--- config.mk ---
export PLATFORM = sky130hd
export DESIGN_NAME = alu_op_sequencer
export DESIGN_NICKNAME = d
export VERILOG_FILES = /design/src/rtl/alu_op_sequencer.sv
export SDC_FILE = /design/constraint.sdc
export NUM_CORES = 1
export LEC_CHECK = 0
export BUFFER_PORTS_ARGS = -buffer_cell sky130_fd_sc_hd__buf_4
export CORE_MARGIN = 4
export CORE_UTILIZATION = 39
export CTS_CLUSTER_DIAMETER = 200
export DETAILED_ROUTE_END_ITERATION = 8
export PLACE_DENSITY = 0.76
export SYNTH_ARGS = -nofsm -noshare
export SYNTH_HDL_FRONTEND = slang
export SYNTH_SLANG_ARGS = --single-unit
--- constraint.sdc ---
create_clock -name clk -period 1.6 [get_ports clk]
set_input_delay 0.08 -clock clk [delete_from_list [all_inputs] [get_ports clk]]
set_output_delay 0.08 -clock clk [all_outputs]
set_load 0.01 [all_outputs]
--- src/rtl/alu_op_sequencer.sv ---
// Initiator for the combinational ALU add/subtract unit: accepts one request, drives the
// adder/subtractor for exactly one cycle, and holds the registered result until it is consumed.
module alu_op_sequencer #(
    parameter int unsigned WIDTH = 32
) (
    input  logic             clk,
    input  logic             reset,
    input  logic             in_valid,
    output logic             in_ready,
    input  logic [5:0]       in_fn,
    input  logic [WIDTH-1:0] in_a,
    input  logic [WIDTH-1:0] in_b,
    output logic [5:0]       alu_fn,
    output logic [WIDTH-1:0] alu_a,
    output logic [WIDTH-1:0] alu_b,
    input  logic [WIDTH-1:0] alu_s,
    input  logic             alu_z,
    input  logic             alu_v,
    input  logic             alu_n,
    output logic             out_valid,
    input  logic             out_ready,
    output logic [WIDTH-1:0] out_result,
    output logic             out_z,
    output logic             out_v,
    output logic             out_n,
    output logic             out_err
);

    localparam logic [5:0] FnAdd   = 6'b000000;
    localparam logic [5:0] FnSub   = 6'b000001;
    localparam logic [5:0] FnCmpEq = 6'b110011;
    localparam logic [5:0] FnCmpLt = 6'b110101;
    localparam logic [5:0] FnCmpLe = 6'b110111;

    typedef enum logic [1:0] {
        StIdle,
        StExec,
        StDone
    } state_e;

    state_e     state_q;
    logic [5:0] fn_q;

    // Compares are subtractions; unsupported codes still drive the unit with ADD.
    function automatic logic [5:0] alu_fn_of(input logic [5:0] fn);
        case (fn)
            FnSub, FnCmpEq, FnCmpLt, FnCmpLe: alu_fn_of = FnSub;
            default:                          alu_fn_of = FnAdd;
        endcase
    endfunction

    logic [WIDTH-1:0] result_d;
    logic             err_d;
    logic             lt;

    assign lt = alu_n ^ alu_v;

    always_comb begin
        result_d = '0;
        err_d    = 1'b0;
        case (fn_q)
            FnAdd, FnSub: result_d = alu_s;
            FnCmpEq:      result_d = {{(WIDTH-1){1'b0}}, alu_z};
            FnCmpLt:      result_d = {{(WIDTH-1){1'b0}}, lt};
            FnCmpLe:      result_d = {{(WIDTH-1){1'b0}}, alu_z | lt};
            default:      err_d    = 1'b1;
        endcase
    end

    always_ff @(posedge clk) begin
        if (reset) begin
            state_q    <= StIdle;
            fn_q       <= '0;
            in_ready   <= 1'b1;
            alu_fn     <= '0;
            alu_a      <= '0;
            alu_b      <= '0;
            out_valid  <= 1'b0;
            out_result <= '0;
            out_z      <= 1'b0;
            out_v      <= 1'b0;
            out_n      <= 1'b0;
            out_err    <= 1'b0;
        end else begin
            case (state_q)
                StIdle: begin
                    if (in_valid && in_ready) begin
                        fn_q     <= in_fn;
                        alu_fn   <= alu_fn_of(in_fn);
                        alu_a    <= in_a;
                        alu_b    <= in_b;
                        in_ready <= 1'b0;
                        state_q  <= StExec;
                    end
                end
                StExec: begin
                    alu_fn     <= '0;
                    alu_a      <= '0;
                    alu_b      <= '0;
                    out_result <= result_d;
                    out_err    <= err_d;
                    // Flags of an unsupported request are meaningless, so report them as 0.
                    out_z      <= alu_z & ~err_d;
                    out_v      <= alu_v & ~err_d;
                    out_n      <= alu_n & ~err_d;
                    out_valid  <= 1'b1;
                    state_q    <= StDone;
                end
                StDone: begin
                    if (out_ready) begin
                        out_valid <= 1'b0;
                        in_ready  <= 1'b1;
                        state_q   <= StIdle;
                    end
                end
                default: begin
                    state_q  <= StIdle;
                    in_ready <= 1'b1;
                end
            endcase
        end
    end

endmodule

==> out/results.txt, run 1 <==
final number of setup-violating endpoints - 1
count of flip-flops with a built-in enable after synthesis - 0
area growth from synthesis to layout - 81.2%
reg-to-reg setup timing slack - -0.01 ns
number of buffers added by the clock tree synthesis step - 9
compound-cell area share of the yosys netlist - 25.4%
leak pwr - 0.00306 uW
dominant synthesized flop cell - sky130_fd_sc_hd__dfxtp_1
area of the die - 0.0111 mm2
master cell of the clock root buffer - sky130_fd_sc_hd__clkbuf_8
Worst Setup Start Kind - flop
Yosys cell types - 32
last weighted congestion value of the routability-driven placer - 0.797
Iteration-0 DRC Markers - 154
initial antenna violation count - 0
Crit Path Max Fanout - 8
async set-or-reset flop fraction in the synthesized netlist - 0%
number of warnings issued by yosys - 0
height of the chip - 106 um
Final Max Slew Viols - 0
CTS tree - built
part of the Yosys area used for sequential elements - 59.9%
setup repair after global routing missed its margin - yes
hold path startpoint - reset
Syn Area/Cell - 11.3 um2
Port Buffers - 211
number of inserted diodes - 0
maximum VDD drop - 0.578 mV
total wirelength of the detailed-routed design - 13200 um
clock sink total - 111
maximum root-to-sink buffer count - 2
reg2reg start - fn_q[5]
global-route usage over all layers - 22.4%
number of global-route vias before repair - 3993
final-stage net count - 749
post-route setup slack - -0.0127 ns
number of primary I/O pins - 217
DP Area - 0.00540 mm2
category of the critical setup timing path - flop to flop
Critical Path AT - 1.90 ns
clock edge transition at the registers on the reported setup and hold paths - 0.10 ns
Max Clock Freq - 0.620 GHz
CP Data Required Time - 1.89 ns
average vias per placed instance - 4.93
Worst setup EP type - flop
post-DP HPWL - 7720 um
post-synthesis instance total - 327
hold violation count in the final report - 0
global-route wire length before repair - 20200 um
share of Yosys cell area claimed by the top area cell type - 59.9%
minimum clock period - 1.61 ns
number of vias in the routed layout - 3818
capture point of the worst reg-to-reg path - out_result[16]
crit share post-route - 101%
pin count of the biggest net entering global routing - 58
DRT antenna net count - 0
share of final-layout standard cells stronger than drive strength 1 - 39.7%
Worst Skew - 0.0168 ns
detailed-router iteration count before antenna repair - 5
combinational family with the most area after synthesis - compound AO/OA/AOI/OAI gates
H-tree levels - 3
post-layout instance area - 0.00672 mm2
num rows - 35
number of maximum-capacitance violations - 0
synth top area cells - sky130_fd_sc_hd__dfxtp_1, sky130_fd_sc_hd__a22o_1, sky130_fd_sc_hd__a22oi_1
leading area contributor after synthesis - sky130_fd_sc_hd__dfxtp_1
ratio of total power to cell area - 889 mW/mm2
routed wire length per instance - 17.0 um
reg2reg path depth - 6
run status - complete, but fails checks
Initial Util - 40.1%
Post-Synth XOR/XNOR Area - 0.236%
global route total overflow - 0
power after layout - 5980 uW
worst hold path cell count - 2
FF+latch count, synth - 111
Adder-Cell Fraction of Synth Area - 0%
number of remaining DRC errors - 0
sink of the worst hold path - out_result[25]
violations in the final reports - negative setup slack
post-synthesis instance area - 0.00371 mm2
die width - 106 um
mux contribution to synthesized area - 0%
class of the worst hold path - input pin to flop
core area - 0.00924 mm2
share of synthesized cell area in and, or, nand and nor gates - 8.63%
clock latency on the worst-skew pair - 0.36 ns
cells in the final DEF, fill, tap and decap left out, types with 2 or more instances in the layout:
cell / n
sky130_fd_sc_hd__nor2_1: 37
sky130_fd_sc_hd__clkinv_4: 2
sky130_fd_sc_hd__a22o_1: 62
sky130_fd_sc_hd__a22o_2: 6
sky130_fd_sc_hd__a22oi_1: 31
sky130_fd_sc_hd__clkbuf_16: 2
sky130_fd_sc_hd__buf_4: 218
sky130_fd_sc_hd__clkbuf_8: 10
sky130_fd_sc_hd__nand3_1: 2
sky130_fd_sc_hd__nand2_1: 14
sky130_fd_sc_hd__dlygate4sd3_1: 104
sky130_fd_sc_hd__a21oi_1: 8
sky130_fd_sc_hd__nor3_4: 2
sky130_fd_sc_hd__buf_12: 5
sky130_fd_sc_hd__dfxtp_1: 109
sky130_fd_sc_hd__clkbuf_1: 2
sky130_fd_sc_hd__conb_1: 5
sky130_fd_sc_hd__dfxtp_2: 2
sky130_fd_sc_hd__inv_1: 2
routing by layer:
layer	vias to the layer above	part of all wire [%]	GRT usage [%]
met1	1781	39	25.5
met3	23	9.8	8.63
met2	189	49	38.6
met4	0	2.0	7.03
li1	1825	-	-
met5	-	0	0
power breakdown:
part           internal [uW]  switching, uW  total, uW
Clock                    776            906       1680
Sequential              2930            115       3050
Combinational            741            509       1250
Total                   4450           1530       5980
cell type report:
| cell class | instances | area, um2 |
|---|---|---|
| sequential | 111 | 2220 |
| tap | 129 | 161 |
| timing repair buffer | 329 | 2830 |
| clock buffer | 12 | 145 |
| clock inverter | 4 | 55.1 |
| inverter | 2 | 7.51 |
| fill | 580 | 2520 |
| multi-input combinational | 187 | 1300 |
cell families (layout without fill, tap and decap cells):
group	after synthesis	in the layout
AO/OA/AOI/OAI	115	115
flip-flops	111	111
AND/OR/NAND/NOR	66	66
buffers and inverters	33	347
other	1	5
XOR/XNOR	1	1
critical path, stage by stage, from the launching register on:
cell and delay (ns):
sky130_fd_sc_hd__dfxtp_2 0.34, sky130_fd_sc_hd__or4_4 0.57, sky130_fd_sc_hd__nor3_4 0.17, sky130_fd_sc_hd__buf_12 0.14, sky130_fd_sc_hd__buf_12 0.12, sky130_fd_sc_hd__a22oi_1 0.06, sky130_fd_sc_hd__nor2_1 0.15
sequential cells by signal (all words and copies together), names as in the netlist:
| name | cells |
|---|---|
| alu_a | 32 |
| out_err | 1 |
| out_n | 1 |
| out_result | 32 |
| in_ready | 1 |
| fn_q | 6 |
| alu_b | 32 |
| out_valid | 1 |
| out_z | 1 |
| state_q | 2 |
| alu_fn | 1 |
| out_v | 1 |
worst max path at each step:
stage / start / endpoint / slack [ns] / cells past startpoint
finish: fn_q[5] / out_result[16] / -0.01 / 6
detailed placement: fn_q[5] / out_result[5] / 0.05 / 5
global placement: fn_q[5] / out_result[22] / 0.11 / 5
global route: fn_q[5] / out_result[29] / -0.06 / 6
CTS: fn_q[5] / out_result[5] / 0.03 / 5
floorplan: state_q[1] / alu_b[10] / 0.14 / 6
timing repair:
item,CTS,global route
setup buffers,0,2
hold buffers,104,0
setup endpoints to repair,0,33
resized for setup,0,4
hold endpoints to repair,105,0
through the flow:
step | setup slack (ns) | instances | util, % | setup TNS [ns] | hold slack, ns
2_1_floorplan | 0.140 | 331 | - | 0 | 0.206
3_3_place_gp | 0.112 | 650 | 58.4 | 0 | 0.295
3_5_place_dp | 0.0455 | 650 | 58.4 | 0 | 0.299
4_1_cts | 0.0322 | 770 | 71.8 | 0 | 0.0586
5_1_grt | -0.0611 | 774 | 72.8 | -1.34 | 0.0599
6_report | -0.0127 | 774 | 72.8 | -0.0127 | 0.0765
cells in the mapped netlist (all sizes together), types with 2 or more instances:
library cell  instances
and2b                 2
nand3                 2
dfxtp               111
a22o                 68
or4                   2
a211oi                2
buf                  21
nor3                  3
nand2                14
clkbuf               10
a21oi                 8
a22oi                32
nor2                 38
inv                   2
Note: power is estimated with default switching activity, not from simulation.
==> inputs of run 2 (changes only) <==
==> constraint.sdc (replaced) <==
create_clock -name clk -period 1.6 [get_ports clk]
set_input_delay 0.16 -clock clk [delete_from_list [all_inputs] [get_ports clk]]
set_output_delay 0.16 -clock clk [all_outputs]
set_load 0.01 [all_outputs]
==> run 2 against run 1 <==
  * The flow still finishes with violations (negative setup slack)
  * Worst setup slack gained 0.0074 ns
  * First-iteration DRC count shrank 14%
  * Non-clock buffer count shrank 76
  * Critical path depth is the same
  * Register-to-register slack is essentially flat
  * Die area is the same
  * Sequential cell count is the same
  * Worst hold slack lost 0.064 ns
  * Final cell count shrank 9.8%
  * Sequential share of layout area grew 4.2 points
  * Highest routed layer unchanged
==> out/results.txt, run 2 (synthesis gave the netlist of run 1 again) <==
Worst Setup Start Kind - flop
category of the critical setup timing path - flop to flop
average vias per placed instance - 4.95
core area - 0.00924 mm2
master cell of the clock root buffer - sky130_fd_sc_hd__clkbuf_8
Critical Path AT - 1.89 ns
biggest registers after layout - alu_a (32), alu_b (32), out_result (32)
initial antenna violation count - 0
total wirelength of the detailed-routed design - 11200 um
num rows - 35
global-route wire length before repair - 16600 um
maximum root-to-sink buffer count - 2
DP Area - 0.00540 mm2
hold violation count in the final report - 0
clock edge transition at the registers on the reported setup and hold paths - 0.11 ns
Worst setup EP type - flop
number of maximum-capacitance violations - 0
proportion of total power due to net switching - 25.4%
Post-Route Setup TNS - -0.00583 ns
post-layout instance area - 0.00596 mm2
minimum clock period - 1.61 ns
number of vias in the routed layout - 3456
total net switching power - 1470 uW
final-layout fill cell count - 710
ratio of total power to cell area - 972 mW/mm2
Initial Util - 40.1%
share of final-layout standard cells stronger than drive strength 1 - 45.0%
final number of setup-violating endpoints - 2
sequential cell fraction of total power - 52.5%
DRT antenna net count - 0
clock sink total - 111
Port Buffers - 211
worst hold path cell count - 2
Max Clock Freq - 0.623 GHz
number of global-route vias before repair - 3360
last weighted congestion value of the routability-driven placer - 0.797
crit share post-route - 100%
H-tree levels - 3
Final Max Slew Viols - 0
global route total overflow - 0
CP Data Required Time - 1.89 ns
CTS tree - built
routed wire length per instance - 16.0 um
capture point of the worst reg-to-reg path - out_result[30]
number of buffers added by the clock tree synthesis step - 9
clock latency on the worst-skew pair - 0.36 ns
detailed-router iteration count before antenna repair - 4
final-stage net count - 673
Internal Dissipation - 4330 uW
hold path startpoint - in_b[5]
pin count of the biggest net entering global routing - 58
class of the worst hold path - input pin to flop
reg2reg start - fn_q[5]
setup repair after global routing missed its margin - yes
post-DP HPWL - 7720 um
height of the chip - 106 um
Post-Route Hold Slack - 0.0127 ns
number of primary I/O pins - 217
Worst Skew - 0.0143 ns
area growth from synthesis to layout - 60.7%
violations in the final reports - negative setup slack
number of inserted diodes - 0
Crit Path Max Fanout - 15
reg-to-reg setup timing slack - -0.005 ns
global-route usage over all layers - 18.3%
commonest cells after routing, fill and taps aside - sky130_fd_sc_hd__buf_4, sky130_fd_sc_hd__dfxtp_1, sky130_fd_sc_hd__a22o_1, sky130_fd_sc_hd__nor2_1, sky130_fd_sc_hd__a22oi_1
Iteration-0 DRC Markers - 133
leak pwr - 0.00274 uW
area of the die - 0.0111 mm2
Clock power frac - 29.1%
number of remaining DRC errors - 0
sink of the worst hold path - alu_b[5]
leading cell type in the layout, fill and taps excluded - sky130_fd_sc_hd__buf_4
maximum VDD drop - 0.569 mV
relative contribution of combinational cells to total power - 18.5%
Storage cell area - 0.00222 mm2
area of the multi-input gates - 0.00130 mm2
die width - 106 um
reg2reg path depth - 6
run status - complete, but fails checks
post-route setup slack - -0.00525 ns
==> run 2: worst max path at each step <==
stage	endpoint	slack, ns	start	cells past startpoint
after detailed placement	out_result[5]	0.05	fn_q[5]	5
after floorplan	alu_b[10]	0.14	state_q[1]	6
final	out_result[30]	-0.005	fn_q[5]	6
after global placement	out_result[22]	0.11	fn_q[5]	5
after CTS	out_result[5]	0.03	fn_q[5]	5
after global routing	out_result[29]	-0.06	fn_q[5]	6
==> run 2: worst max-delay path, cell delays in order (launching register included) <==
cell	delay (ns)
sky130_fd_sc_hd__dfxtp_2	0.34
sky130_fd_sc_hd__or4_4	0.57
sky130_fd_sc_hd__nor3_4	0.17
sky130_fd_sc_hd__buf_12	0.14
sky130_fd_sc_hd__clkbuf_16	0.16
sky130_fd_sc_hd__a22oi_1	0.07
sky130_fd_sc_hd__nor2_1	0.09
==> run 2: metal layers <==
layer	GRT usage [%]	wire [um]	vias up
li1	-	-	1668
met1	21.6	4390	1602
met2	29.8	5400	168
met3	8.51	1170	18
met4	5.37	200	0
met5	0	0	-
==> run 2: power by group through the flow <==
stage,logic [uW],clock network (uW),registers [uW]
floorplan,389,0,3160
global placement,969,0,3090
detailed placement,989,0,3100
CTS,1000,1720,3040
global route,1160,1840,3060
finish,1070,1680,3040
==> run 2: final cells by class <==
type / count / share of cell area [%]
multi-input cells: 187 / 21.8
clock inverters: 4 / 0.923
inverters: 2 / 0.126
flip-flops and latches: 111 / 37.3
repair buffers: 253 / 34.7
clock buffers: 12 / 2.43
well taps: 129 / 2.71
==> run 2: through the flow <==
stage	instances	power, uW	utilization (%)	setup WS, ns
finish	698	5800	64.5	-0.00525
global route	698	6060	64.5	-0.0607
CTS	672	5760	61.2	0.0322
detailed placement	650	4080	58.4	0.0455
global placement	650	4060	58.4	0.112
floorplan	331	3550	-	0.140
==> run 2: timing repair <==
item | in CTS | in global routing
resized for setup | 0 | 4
endpoints found under the hold margin | 6 | 22
endpoints found under the setup margin | 0 | 28
hold buffers | 6 | 22
buffers inserted | 0 | 2
==> inputs of run 3 (changes only) <==
REMOVE_ABC_BUFFERS = 1   (was unset)
clock period = 1.3 ns   (was 1.6 ns; I/O delays follow)
==> run 3 against run 2 <==
  * The flow still finishes with violations (negative setup slack)
  * Final cell count grew 10%
  * Critical path depth shrank 1
  * Combinational power grew 65%
  * Sequential share of layout area shrank 5.2 points
  * Worst hold slack gained 0.0035 ns
  * Worst setup slack lost 0.26 ns
  * Global-route usage grew 5.8 points
  * Cell area grew 17%
  * Routed wire length grew 31%
==> out/results.txt, run 3 (synthesis gave the netlist of run 1 again) <==
num rows - 35
Worst Skew - 0.0125 ns
Place WS - -0.237 ns
final-stage net count - 747
run status - complete, but fails checks
area of the die - 0.0111 mm2
global-route wire length before repair - 21400 um
pin count of the biggest net entering global routing - 31
number of global-route vias before repair - 4140
post-DP HPWL - 7950 um
Max Clock Freq - 0.639 GHz
Storage cell area - 0.00223 mm2
category of the critical setup timing path - flop to flop
H-tree levels - 3
initial antenna violation count - 0
minimum clock period - 1.57 ns
height of the chip - 106 um
Initial Util - 40.1%
share of final-layout standard cells stronger than drive strength 1 - 44.7%
delay contributed by the slowest stage of the critical path - 0.56 ns
clock sink total - 111
maximum root-to-sink buffer count - 2
DRT antenna net count - 0
worst hold path cell count - 3
number of primary I/O pins - 217
master cell of the clock root buffer - sky130_fd_sc_hd__clkbuf_8
last weighted congestion value of the routability-driven placer - 0.745
final number of setup-violating endpoints - 100
total wirelength of the detailed-routed design - 14700 um
class of the worst hold path - input pin to flop
average vias per placed instance - 5.15
ratio of total power to cell area - 1100 mW/mm2
number of maximum-capacitance violations - 0
violations in the final reports - negative setup slack
area growth from synthesis to layout - 87.4%
commonest cells after routing, fill and taps aside - sky130_fd_sc_hd__buf_4, sky130_fd_sc_hd__dfxtp_1, sky130_fd_sc_hd__dlygate4sd3_1, sky130_fd_sc_hd__a22o_1, sky130_fd_sc_hd__nor2_1
number of remaining DRC errors - 0
number of inserted diodes - 0
global route total overflow - 0
Slowest-stage cell, CP - sky130_fd_sc_hd__or4_4
leak pwr - 0.00320 uW
CTS tree - built
Crit Path Max Fanout - 29
reg2reg path depth - 5
power after layout - 7660 uW
Post-Route Hold Slack - 0.0161 ns
CP Data Required Time - 1.58 ns
area of the multi-input gates - 0.00137 mm2
Iteration-0 DRC Markers - 223
setup repair after global routing missed its margin - yes
die width - 106 um
Post-Route Setup TNS - -18.66 ns
final-layout fill cell count - 569
Critical Path AT - 1.84 ns
maximum VDD drop - 0.958 mV
Final Max Slew Viols - 0
detailed-router iteration count before antenna repair - 6
DP Area - 0.00547 mm2
global-route usage over all layers - 24.1%
number of vias in the routed layout - 3972
core area - 0.00924 mm2
Critical Path, Cell by Cell - or4_4 -> nor3_4 -> buf_12 -> a22oi_1 -> nor2_1
Worst Setup Start Kind - flop
routed wire length per instance - 19.0 um
post-layout instance area - 0.00695 mm2
Port Buffers - 211
clock edge transition at the registers on the reported setup and hold paths - 0.11 ns
biggest registers after layout - alu_a (32), alu_b (32), out_result (32)
post-route setup slack - -0.265 ns
hold violation count in the final report - 0
number of buffers added by the clock tree synthesis step - 9
clock latency on the worst-skew pair - 0.35 ns
leading cell type in the layout, fill and taps excluded - sky130_fd_sc_hd__buf_4
crit share post-route - 120%
Worst setup EP type - flop
run 3: cell types whose count changed in the layout (fill, tap and decap cells not counted), sizes merged:
cell,change
dlygate4sd3,+47
buf,+25
inv,+2
clkinv,-1
run 3: per-layer routing:
metal	vias up	share of wire (%)	global-route usage, %
li1	1811	-	-
met1	1885	39	27.9
met2	231	49	42.3
met3	45	8.9	6.98
met4	0	3.1	8.79
met5	-	0	0
run 3: critical path: cells and delay by family (launching register included):
family	cells	cell delay (ns)
compound gates	1	0.09
buf+inv	1	0.21
simple gates	3	0.86
flops	1	0.33
run 3: path summary, 6_finish.rpt:
check            start        endpoint  slack [ns]
min          alu_s[12]  out_result[12]        0.02
max reg2reg    fn_q[5]  out_result[10]       -0.27
min reg2reg  alu_fn[0]       alu_fn[0]        0.48
max            fn_q[5]  out_result[10]       -0.27
run 3: timing repair:
action                     4_1_cts  5_1_grt
hold endpoints to repair        75        0
gates resized for setup         26       12
pin swaps                        4       55
cloned                           7        6
buffers inserted                 9        3
setup endpoints to repair      100      106
hold buffers                    75        0
run 3: metrics by stage:
stage	instances	utilization, %
CTS	766	73.5
global placement	660	59.2
global route	771	75.2
finish	771	75.2
floorplan	300	-
detailed placement	660	59.2
run 3: power breakdown:
part | switching (uW) | internal [uW]
Sequential | 157 | 3610
Combinational | 713 | 1060
Clock | 1160 | 960
Total | 2030 | 5630
run 3: area by class of cell:
type,instances,area share [%]
clock buffer,10,1.98
clock inverter,5,0.954
tap,129,2.32
inverter,2,0.108
timing repair buffer,327,42.8
sequential,111,32.1
multi-input combinational,187,19.7
